[src/rtl/alu_arbiter_defs.vh]
// Arbiter FSM state encodings, shared between the RTL package and the bench.
`ifndef ALU_ARBITER_DEFS_VH
`define ALU_ARBITER_DEFS_VH

localparam logic [1:0] ARB_ST_IDLE = 2'd0;
localparam logic [1:0] ARB_ST_EXEC = 2'd1;
localparam logic [1:0] ARB_ST_CAPT = 2'd2;
localparam logic [1:0] ARB_ST_RESP = 2'd3;

`endif

[src/rtl/parameters.vh]
// Shared datapath width and ALU opcode encodings.
`ifndef PARAMETERS_VH
`define PARAMETERS_VH

`define WORD_SIZE 16

`define OP_ADD  5'd0
`define OP_SUB  5'd1
`define OP_COMP 5'd2
`define OP_SLI  5'd3
`define OP_SRI  5'd4
`define OP_LOAD 5'd16

`endif

[src/rtl/alu_arbiter_pkg.sv]
// Types and constants for the shared-ALU arbiter.
package alu_arbiter_pkg;
`include "parameters.vh"
`include "alu_arbiter_defs.vh"

   localparam int unsigned ARB_WORD_SIZE = `WORD_SIZE;

   localparam logic [4:0] OP_ADD  = `OP_ADD;
   localparam logic [4:0] OP_SUB  = `OP_SUB;
   localparam logic [4:0] OP_COMP = `OP_COMP;
   localparam logic [4:0] OP_SLI  = `OP_SLI;
   localparam logic [4:0] OP_SRI  = `OP_SRI;
   localparam logic [4:0] OP_LOAD = `OP_LOAD;

   typedef enum logic [1:0] {
      StIdle = ARB_ST_IDLE,
      StExec = ARB_ST_EXEC,
      StCapt = ARB_ST_CAPT,
      StResp = ARB_ST_RESP
   } arb_state_e;
endpackage

[src/rtl/rr_arbiter.sv]
// Combinational round-robin grant: searches upward from ptr_i+1 with wrap.
module rr_arbiter #(
   parameter int unsigned NUM_REQ  = 2,
   parameter int unsigned ID_WIDTH = $clog2(NUM_REQ)
) (
   input  logic [NUM_REQ-1:0]  valid_i,
   input  logic [ID_WIDTH-1:0] ptr_i,
   input  logic                en_i,
   output logic [NUM_REQ-1:0]  grant_o,
   output logic [ID_WIDTH-1:0] grant_idx_o
);

   logic [ID_WIDTH-1:0] idx;
   logic                found;

   always_comb begin
      grant_o     = '0;
      grant_idx_o = '0;
      idx         = '0;
      found       = 1'b0;
      for (int unsigned k = 1; k <= NUM_REQ; k++) begin
         idx = ID_WIDTH'((32'(ptr_i) + k) % NUM_REQ);
         if (en_i && !found && valid_i[idx]) begin
            grant_o[idx] = 1'b1;
            grant_idx_o  = idx;
            found        = 1'b1;
         end
      end
   end

endmodule

[src/rtl/alu_arbiter.sv]
// Shares one registered ALU between NUM_REQ requesters: round-robin grant,
// one-cycle alu_enable pulse, captured result returned over valid/ready.
module alu_arbiter
   import alu_arbiter_pkg::*;
#(
   parameter int unsigned WORD_SIZE = ARB_WORD_SIZE,
   parameter int unsigned NUM_REQ   = 2,
   parameter int unsigned ID_WIDTH  = $clog2(NUM_REQ)
) (
   input  logic                         clock,
   input  logic                         reset_n,
   input  logic [NUM_REQ-1:0]           req_valid,
   output logic [NUM_REQ-1:0]           req_ready,
   input  logic [NUM_REQ*5-1:0]         req_opcode,
   input  logic [NUM_REQ*WORD_SIZE-1:0] req_in1,
   input  logic [NUM_REQ*WORD_SIZE-1:0] req_in2,
   output logic                         resp_valid,
   input  logic                         resp_ready,
   output logic [WORD_SIZE-1:0]         resp_data,
   output logic [ID_WIDTH-1:0]          resp_id,
   output logic [4:0]                   alu_opcode,
   output logic [WORD_SIZE-1:0]         alu_input1,
   output logic [WORD_SIZE-1:0]         alu_input2,
   output logic                         alu_enable,
   input  logic [WORD_SIZE-1:0]         alu_out
);

   arb_state_e           state_q, state_d;
   logic [ID_WIDTH-1:0]  ptr_q, ptr_d;
   logic [4:0]           alu_opcode_q, alu_opcode_d;
   logic [WORD_SIZE-1:0] alu_input1_q, alu_input1_d;
   logic [WORD_SIZE-1:0] alu_input2_q, alu_input2_d;
   logic                 alu_enable_q, alu_enable_d;
   logic                 resp_valid_q, resp_valid_d;
   logic [WORD_SIZE-1:0] resp_data_q, resp_data_d;
   logic [ID_WIDTH-1:0]  resp_id_q, resp_id_d;

   logic [NUM_REQ-1:0]   grant;
   logic [ID_WIDTH-1:0]  grant_idx;
   logic [4:0]           sel_opcode;
   logic [WORD_SIZE-1:0] sel_in1, sel_in2;

   rr_arbiter #(
      .NUM_REQ (NUM_REQ),
      .ID_WIDTH(ID_WIDTH)
   ) u_rr_arbiter (
      .valid_i    (req_valid),
      .ptr_i      (ptr_q),
      .en_i       (state_q == StIdle),
      .grant_o    (grant),
      .grant_idx_o(grant_idx)
   );

   // Grant is one-hot, so an OR-style mux picks the winner's payload.
   always_comb begin
      sel_opcode = '0;
      sel_in1    = '0;
      sel_in2    = '0;
      for (int i = 0; i < NUM_REQ; i++) begin
         if (grant[i]) begin
            sel_opcode = req_opcode[5*i +: 5];
            sel_in1    = req_in1[WORD_SIZE*i +: WORD_SIZE];
            sel_in2    = req_in2[WORD_SIZE*i +: WORD_SIZE];
         end
      end
   end

   always_comb begin
      state_d      = state_q;
      ptr_d        = ptr_q;
      alu_opcode_d = alu_opcode_q;
      alu_input1_d = alu_input1_q;
      alu_input2_d = alu_input2_q;
      alu_enable_d = alu_enable_q;
      resp_valid_d = resp_valid_q;
      resp_data_d  = resp_data_q;
      resp_id_d    = resp_id_q;
      unique case (state_q)
         StIdle: begin
            if (|grant) begin
               alu_opcode_d = sel_opcode;
               alu_input1_d = sel_in1;
               alu_input2_d = sel_in2;
               alu_enable_d = 1'b1;
               resp_id_d    = grant_idx;
               ptr_d        = grant_idx;
               state_d      = StExec;
            end
         end
         StExec: begin
            alu_enable_d = 1'b0;
            state_d      = StCapt;
         end
         StCapt: begin
            resp_data_d  = alu_out;
            resp_valid_d = 1'b1;
            state_d      = StResp;
         end
         StResp: begin
            if (resp_ready) begin
               resp_valid_d = 1'b0;
               state_d      = StIdle;
            end
         end
         default: state_d = StIdle;
      endcase
   end

   always_ff @(posedge clock or negedge reset_n) begin
      if (!reset_n) begin
         state_q      <= StIdle;
         ptr_q        <= ID_WIDTH'(NUM_REQ - 1);
         alu_opcode_q <= '0;
         alu_input1_q <= '0;
         alu_input2_q <= '0;
         alu_enable_q <= 1'b0;
         resp_valid_q <= 1'b0;
         resp_data_q  <= '0;
         resp_id_q    <= '0;
      end else begin
         state_q      <= state_d;
         ptr_q        <= ptr_d;
         alu_opcode_q <= alu_opcode_d;
         alu_input1_q <= alu_input1_d;
         alu_input2_q <= alu_input2_d;
         alu_enable_q <= alu_enable_d;
         resp_valid_q <= resp_valid_d;
         resp_data_q  <= resp_data_d;
         resp_id_q    <= resp_id_d;
      end
   end

   assign req_ready  = grant;
   assign alu_opcode = alu_opcode_q;
   assign alu_input1 = alu_input1_q;
   assign alu_input2 = alu_input2_q;
   assign alu_enable = alu_enable_q;
   assign resp_valid = resp_valid_q;
   assign resp_data  = resp_data_q;
   assign resp_id    = resp_id_q;

endmodule

[config.mk]
export PLATFORM = sky130hd
export DESIGN_NAME = alu_arbiter
export DESIGN_NICKNAME = d
export VERILOG_FILES = /design/src/rtl/alu_arbiter_pkg.sv /design/src/rtl/rr_arbiter.sv /design/src/rtl/alu_arbiter.sv
export VERILOG_INCLUDE_DIRS = /design/src /design/src/rtl
export SDC_FILE = /design/constraint.sdc
export NUM_CORES = 1
export LEC_CHECK = 0
export CORE_UTILIZATION = 39
export DETAILED_ROUTE_END_ITERATION = 8
export GPL_TIMING_DRIVEN = 0
export PLACE_DENSITY = 0.8
export REMOVE_ABC_BUFFERS = 1
export SLEW_MARGIN = 10
export SYNTH_ARGS = -nofsm -noshare
export SYNTH_HDL_FRONTEND = slang
export SYNTH_HIERARCHICAL = 1
export SYNTH_SLANG_ARGS = --single-unit
[constraint.sdc]
create_clock -name clock -period 2.44 [get_ports clock]
set_clock_uncertainty 0.1 [all_clocks]
set_input_delay 0.488 -clock clock [delete_from_list [all_inputs] [get_ports clock]]
set_output_delay 0.488 -clock clock [all_outputs]
set_load 0.01 [all_outputs]
==> impl_summary.md <==
Placed design
The total half-perimeter wirelength after legalization and detailed placement is 5640 um. The area of placed instances is 4410 um^2. The final weighted congestion in routability-driven placement is 0.728. In this run the tool buffered the top-level ports with 152 buffer cells.

Global routing
The initial antenna violation count was 0. The overflow left after global routing is 0. Entering global routing, the biggest net connects 60 pins.

The global-route wire length before repair is 13600 um. The number of global-route vias before repair is 2771. Global routing used 23.4% of the available tracks.

Flow run
The count of max-cap constraint violations is 0.

Power
Power comes to 0.00591 W. The reported leakage power is 1.78 nW. The maximum ir drop on the vdd rail is 0.000679 V. Power spread over the standard cell area amounts to 1260 nW/um^2.

Floorplan
From left edge to right edge, the die measures 87.5 um. The count of boundary I/O pins is 153. The starting density of the core is 41.2%. The number of cell rows is 30. From bottom edge to top edge, the die measures 87.5 um. The area of the die is 7650 um^2.

The standard cell core area is 6910 um^2.

Critical path
Across all register-to-register paths, the minimum setup slack is 0.16 ns. STA puts the critical path data required time at 1.85 ns. The capturing element type of the critical path is an output port. The launching instance or port of the critical path is state_q[0]$_DFFE_PN0P_. Along the worst path, the maximum fanout reaches 27. The worst register-to-register path begins at state_q[0]$_DFFE_PN0P_. The critical path is of the reg2out type. In this run the critical register-to-register path is captured at state_q[1]$_DFFE_PN0P_. The cell depth of the worst flop-to-flop path is 10. The worst setup path is launched from a flip-flop.

The worst endpoint data arrival time is 1.69 ns.

CTS
The tree is rooted in a sky130_fd_sc_hd__clkbuf_8. The CTS tree is built. The number of buffers added by the clock tree synthesis step is 9. The maximum buffer depth of the clock tree is 2. The H-tree was split into 3 levels.

The clock reaches the later pin of the worst-skew pair after 0.33 ns. The tree built by TritonCTS fans out to 59 sinks. The clock transition at the register clock pins on the worst setup and hold paths after CTS is 0.07 ns.

Synth
The post-synthesis cell area is 2850 um^2. The number of different library cells in the post-synthesis netlist is 29. The library cell occupying the most area in the post-synthesis netlist is sky130_fd_sc_hd__dfrtp_1.

After synthesis the netlist holds a flip-flop and latch count of 59. The number of flops mapped to enable cells by yosys is 0. Counting every instance in the synthesized netlist gives 245. The commonest cells after synthesis are sky130_fd_sc_hd__dfrtp_1 (58), sky130_fd_sc_hd__nand2_1 (44), sky130_fd_sc_hd__a221o_1 (35), sky130_fd_sc_hd__o2bb2ai_1 (35), sky130_fd_sc_hd__mux2_1 (9). The portion of the post-synthesis area used by sequential elements is 51.9%. The total of warnings raised by yosys is 6.

The mean post-synth cell area is 11.6 um^2. For this run, the leading register cell type out of synthesis is sky130_fd_sc_hd__dfrtp_1. sky130_fd_sc_hd__dfrtp_1 is the most common cell in the netlist. The share of synthesized area in the top cell type comes to 50.9%. In the synthesized netlist the async set-or-reset flop fraction comes to 100%. After synthesis, the cell types taking the most area are sky130_fd_sc_hd__dfrtp_1 (51%), sky130_fd_sc_hd__a221o_1 (12%), sky130_fd_sc_hd__o2bb2ai_1 (11%).

STA
The number of setup violations in the final report is 0. The count of final max-slew check failures is 0. The worst slew margin relative to its limit is 41.4%. The timing-limited maximum frequency is 439 MHz. Setup repair after global routing left no endpoint under its margin.

The number of hold violations in the final report is 0. After layout, the worst path uses 93.4% of the clock period. Summed over all failing endpoints, the final setup total negative slack is 0 ns. The minimum clock period is 2.28 ns. For the pin with the worst max-slew slack, the measured transition is 0.879 ns.

Detailed routing
In the routed design, unresolved DRC markers number 0. After detailed routing, the average wire length per cell comes to 17.4 um. The total number of vias is 2688. For this block, the initial DRC count from the detailed router was 134.

The final wirelength is 8610 um. The detail route stage leaves a number of antenna-violating nets equal to 0. The first TritonRoute pass finished after 4 iterations. The via-per-instance ratio is 5.43.

Layout
The count of antenna diodes in the layout is 0. The final core area utilization is 68.0%. Of the cells placed in the final design, the portion with a size suffix greater than 1 is 11.3%. After routing the design area is 4700 um^2.

From synthesis to final layout, the design area changed by 65.0%. The final layout contains 494 nets.

Run status
The flow ran to the end, and the final reports show no timing, DRC or antenna violations.

Hold path
The class of the worst hold path is in2async.
flip-flops by register name, indices dropped and copies added, names as in the netlist:
name and flops:
alu_input1 16, alu_enable 1, state_q 2, resp_id 1
resp_data 16, resp_valid 1, alu_opcode 5, alu_input2 16
ptr_q 1
power by group:
| group | leakage (nW) | total [W] | switching [W] | internal, W |
|---|---|---|---|---|
| combinational | 1.08 | 0.00317 | 0.00137 | 0.00181 |
| sequential | 0.604 | 0.00179 | 0.000343 | 0.00145 |
| clock | 0.103 | 0.000952 | 0.000379 | 0.000572 |
layer usage:
metal | part of all wire [%] | routed length, um | global-route usage [%] | up-vias
li1 | - | - | - | 1229
met1 | 42 | 3600 | 28.9 | 1319
met2 | 47 | 4040 | 37.5 | 130
met3 | 9.9 | 851 | 8.82 | 10
met4 | 1.3 | 114 | 8.35 | 0
met5 | 0 | 0 | 0 | -
what timing repair did:
item                                    4_1_cts  5_1_grt
hold buffers                                  0        0
gates resized for setup                      12        4
buffers inserted                              5        1
pin swaps                                     2        0
endpoints found under the setup margin       42        3
area by class of cell:
cell class / instances / area [um^2]
clock buffer: 11 / 131
clock inverter: 5 / 77.6
fill: 559 / 2210
inverter: 5 / 18.8
multi-input combinational: 159 / 1260
sequential: 59 / 1480
tap: 96 / 120
timing repair buffer: 160 / 1610
worst max-delay path by stage:
stage | end | slack, ns | cells past startpoint
2_1_floorplan | state_q[1]$_DFFE_PN0P_ | -1.06 | 7
3_3_place_gp | state_q[1]$_DFFE_PN0P_ | -2.44 | 7
3_5_place_dp | alu_input1[13]$_DFFE_PN0P_ | -0.84 | 8
4_1_cts | req_ready[0] | 0.007 | 6
5_1_grt | state_q[1]$_DFFE_PN0P_ | 0.05 | 10
6_report | req_ready[0] | 0.16 | 6
critical path: stages (launching register included):
cell and delay, ns:
sky130_fd_sc_hd__dfrtp_1 0.41, sky130_fd_sc_hd__inv_2 0.11, sky130_fd_sc_hd__ha_4 0.17, sky130_fd_sc_hd__buf_16 0.17
sky130_fd_sc_hd__nand2_1 0.11, sky130_fd_sc_hd__a21oi_4 0.21, sky130_fd_sc_hd__buf_2 0.17
cell usage in the layout (no fill, tap or decap):
cell type and n:
sky130_fd_sc_hd__and2_4 1, sky130_fd_sc_hd__clkinv_2 2, sky130_fd_sc_hd__dfstp_2 1, sky130_fd_sc_hd__mux2_2 8, sky130_fd_sc_hd__mux2i_1 1, sky130_fd_sc_hd__or2_2 1
sky130_fd_sc_hd__nand2_1 44, sky130_fd_sc_hd__o2bb2ai_1 35, sky130_fd_sc_hd__nand3_1 2, sky130_fd_sc_hd__nor2b_1 1, sky130_fd_sc_hd__o21ai_1 3, sky130_fd_sc_hd__clkbuf_2 1
sky130_fd_sc_hd__a21oi_1 3, sky130_fd_sc_hd__ha_4 1, sky130_fd_sc_hd__a221o_1 35, sky130_fd_sc_hd__and4b_1 1, sky130_fd_sc_hd__a21oi_4 2, sky130_fd_sc_hd__dfrtp_1 58
sky130_fd_sc_hd__inv_1 2, sky130_fd_sc_hd__clkbuf_1 2, sky130_fd_sc_hd__clkdlybuf4s50_1 149, sky130_fd_sc_hd__nand2b_4 1, sky130_fd_sc_hd__a22oi_1 1, sky130_fd_sc_hd__mux2_1 9
sky130_fd_sc_hd__bufinv_16 2, sky130_fd_sc_hd__buf_16 2, sky130_fd_sc_hd__a21oi_2 1, sky130_fd_sc_hd__buf_4 7, sky130_fd_sc_hd__buf_2 1, sky130_fd_sc_hd__nor2_4 1
sky130_fd_sc_hd__ha_1 4, sky130_fd_sc_hd__o211ai_1 1, sky130_fd_sc_hd__inv_2 3, sky130_fd_sc_hd__clkbuf_8 9, sky130_fd_sc_hd__clkinvlp_4 1, sky130_fd_sc_hd__nor2_1 2
sky130_fd_sc_hd__o22ai_1 1
cell families (layout without fill, tap and decap cells):
group | count (synthesis) | in the layout | share of synthesized area [%]
AOI/OAI and AO/OA | 82 | 82 | 25.4
DFF | 59 | 59 | 51.9
and+or+nand+nor | 54 | 54 | 7.86
buffers and inverters | 27 | 181 | 5.62
muxes | 18 | 18 | 7.07
adders and majority gates | 5 | 5 | 2.20
stage by stage:
step	worst slack [ns]	cells	hold slack [ns]
floorplan	-1.06	223	0.0924
global placement	-2.44	471	0.366
detailed placement	-0.837	473	0.372
CTS	0.00676	494	0.141
global route	0.0451	495	0.181
finish	0.162	495	0.114
Note: power is estimated with default switching activity, not from simulation.
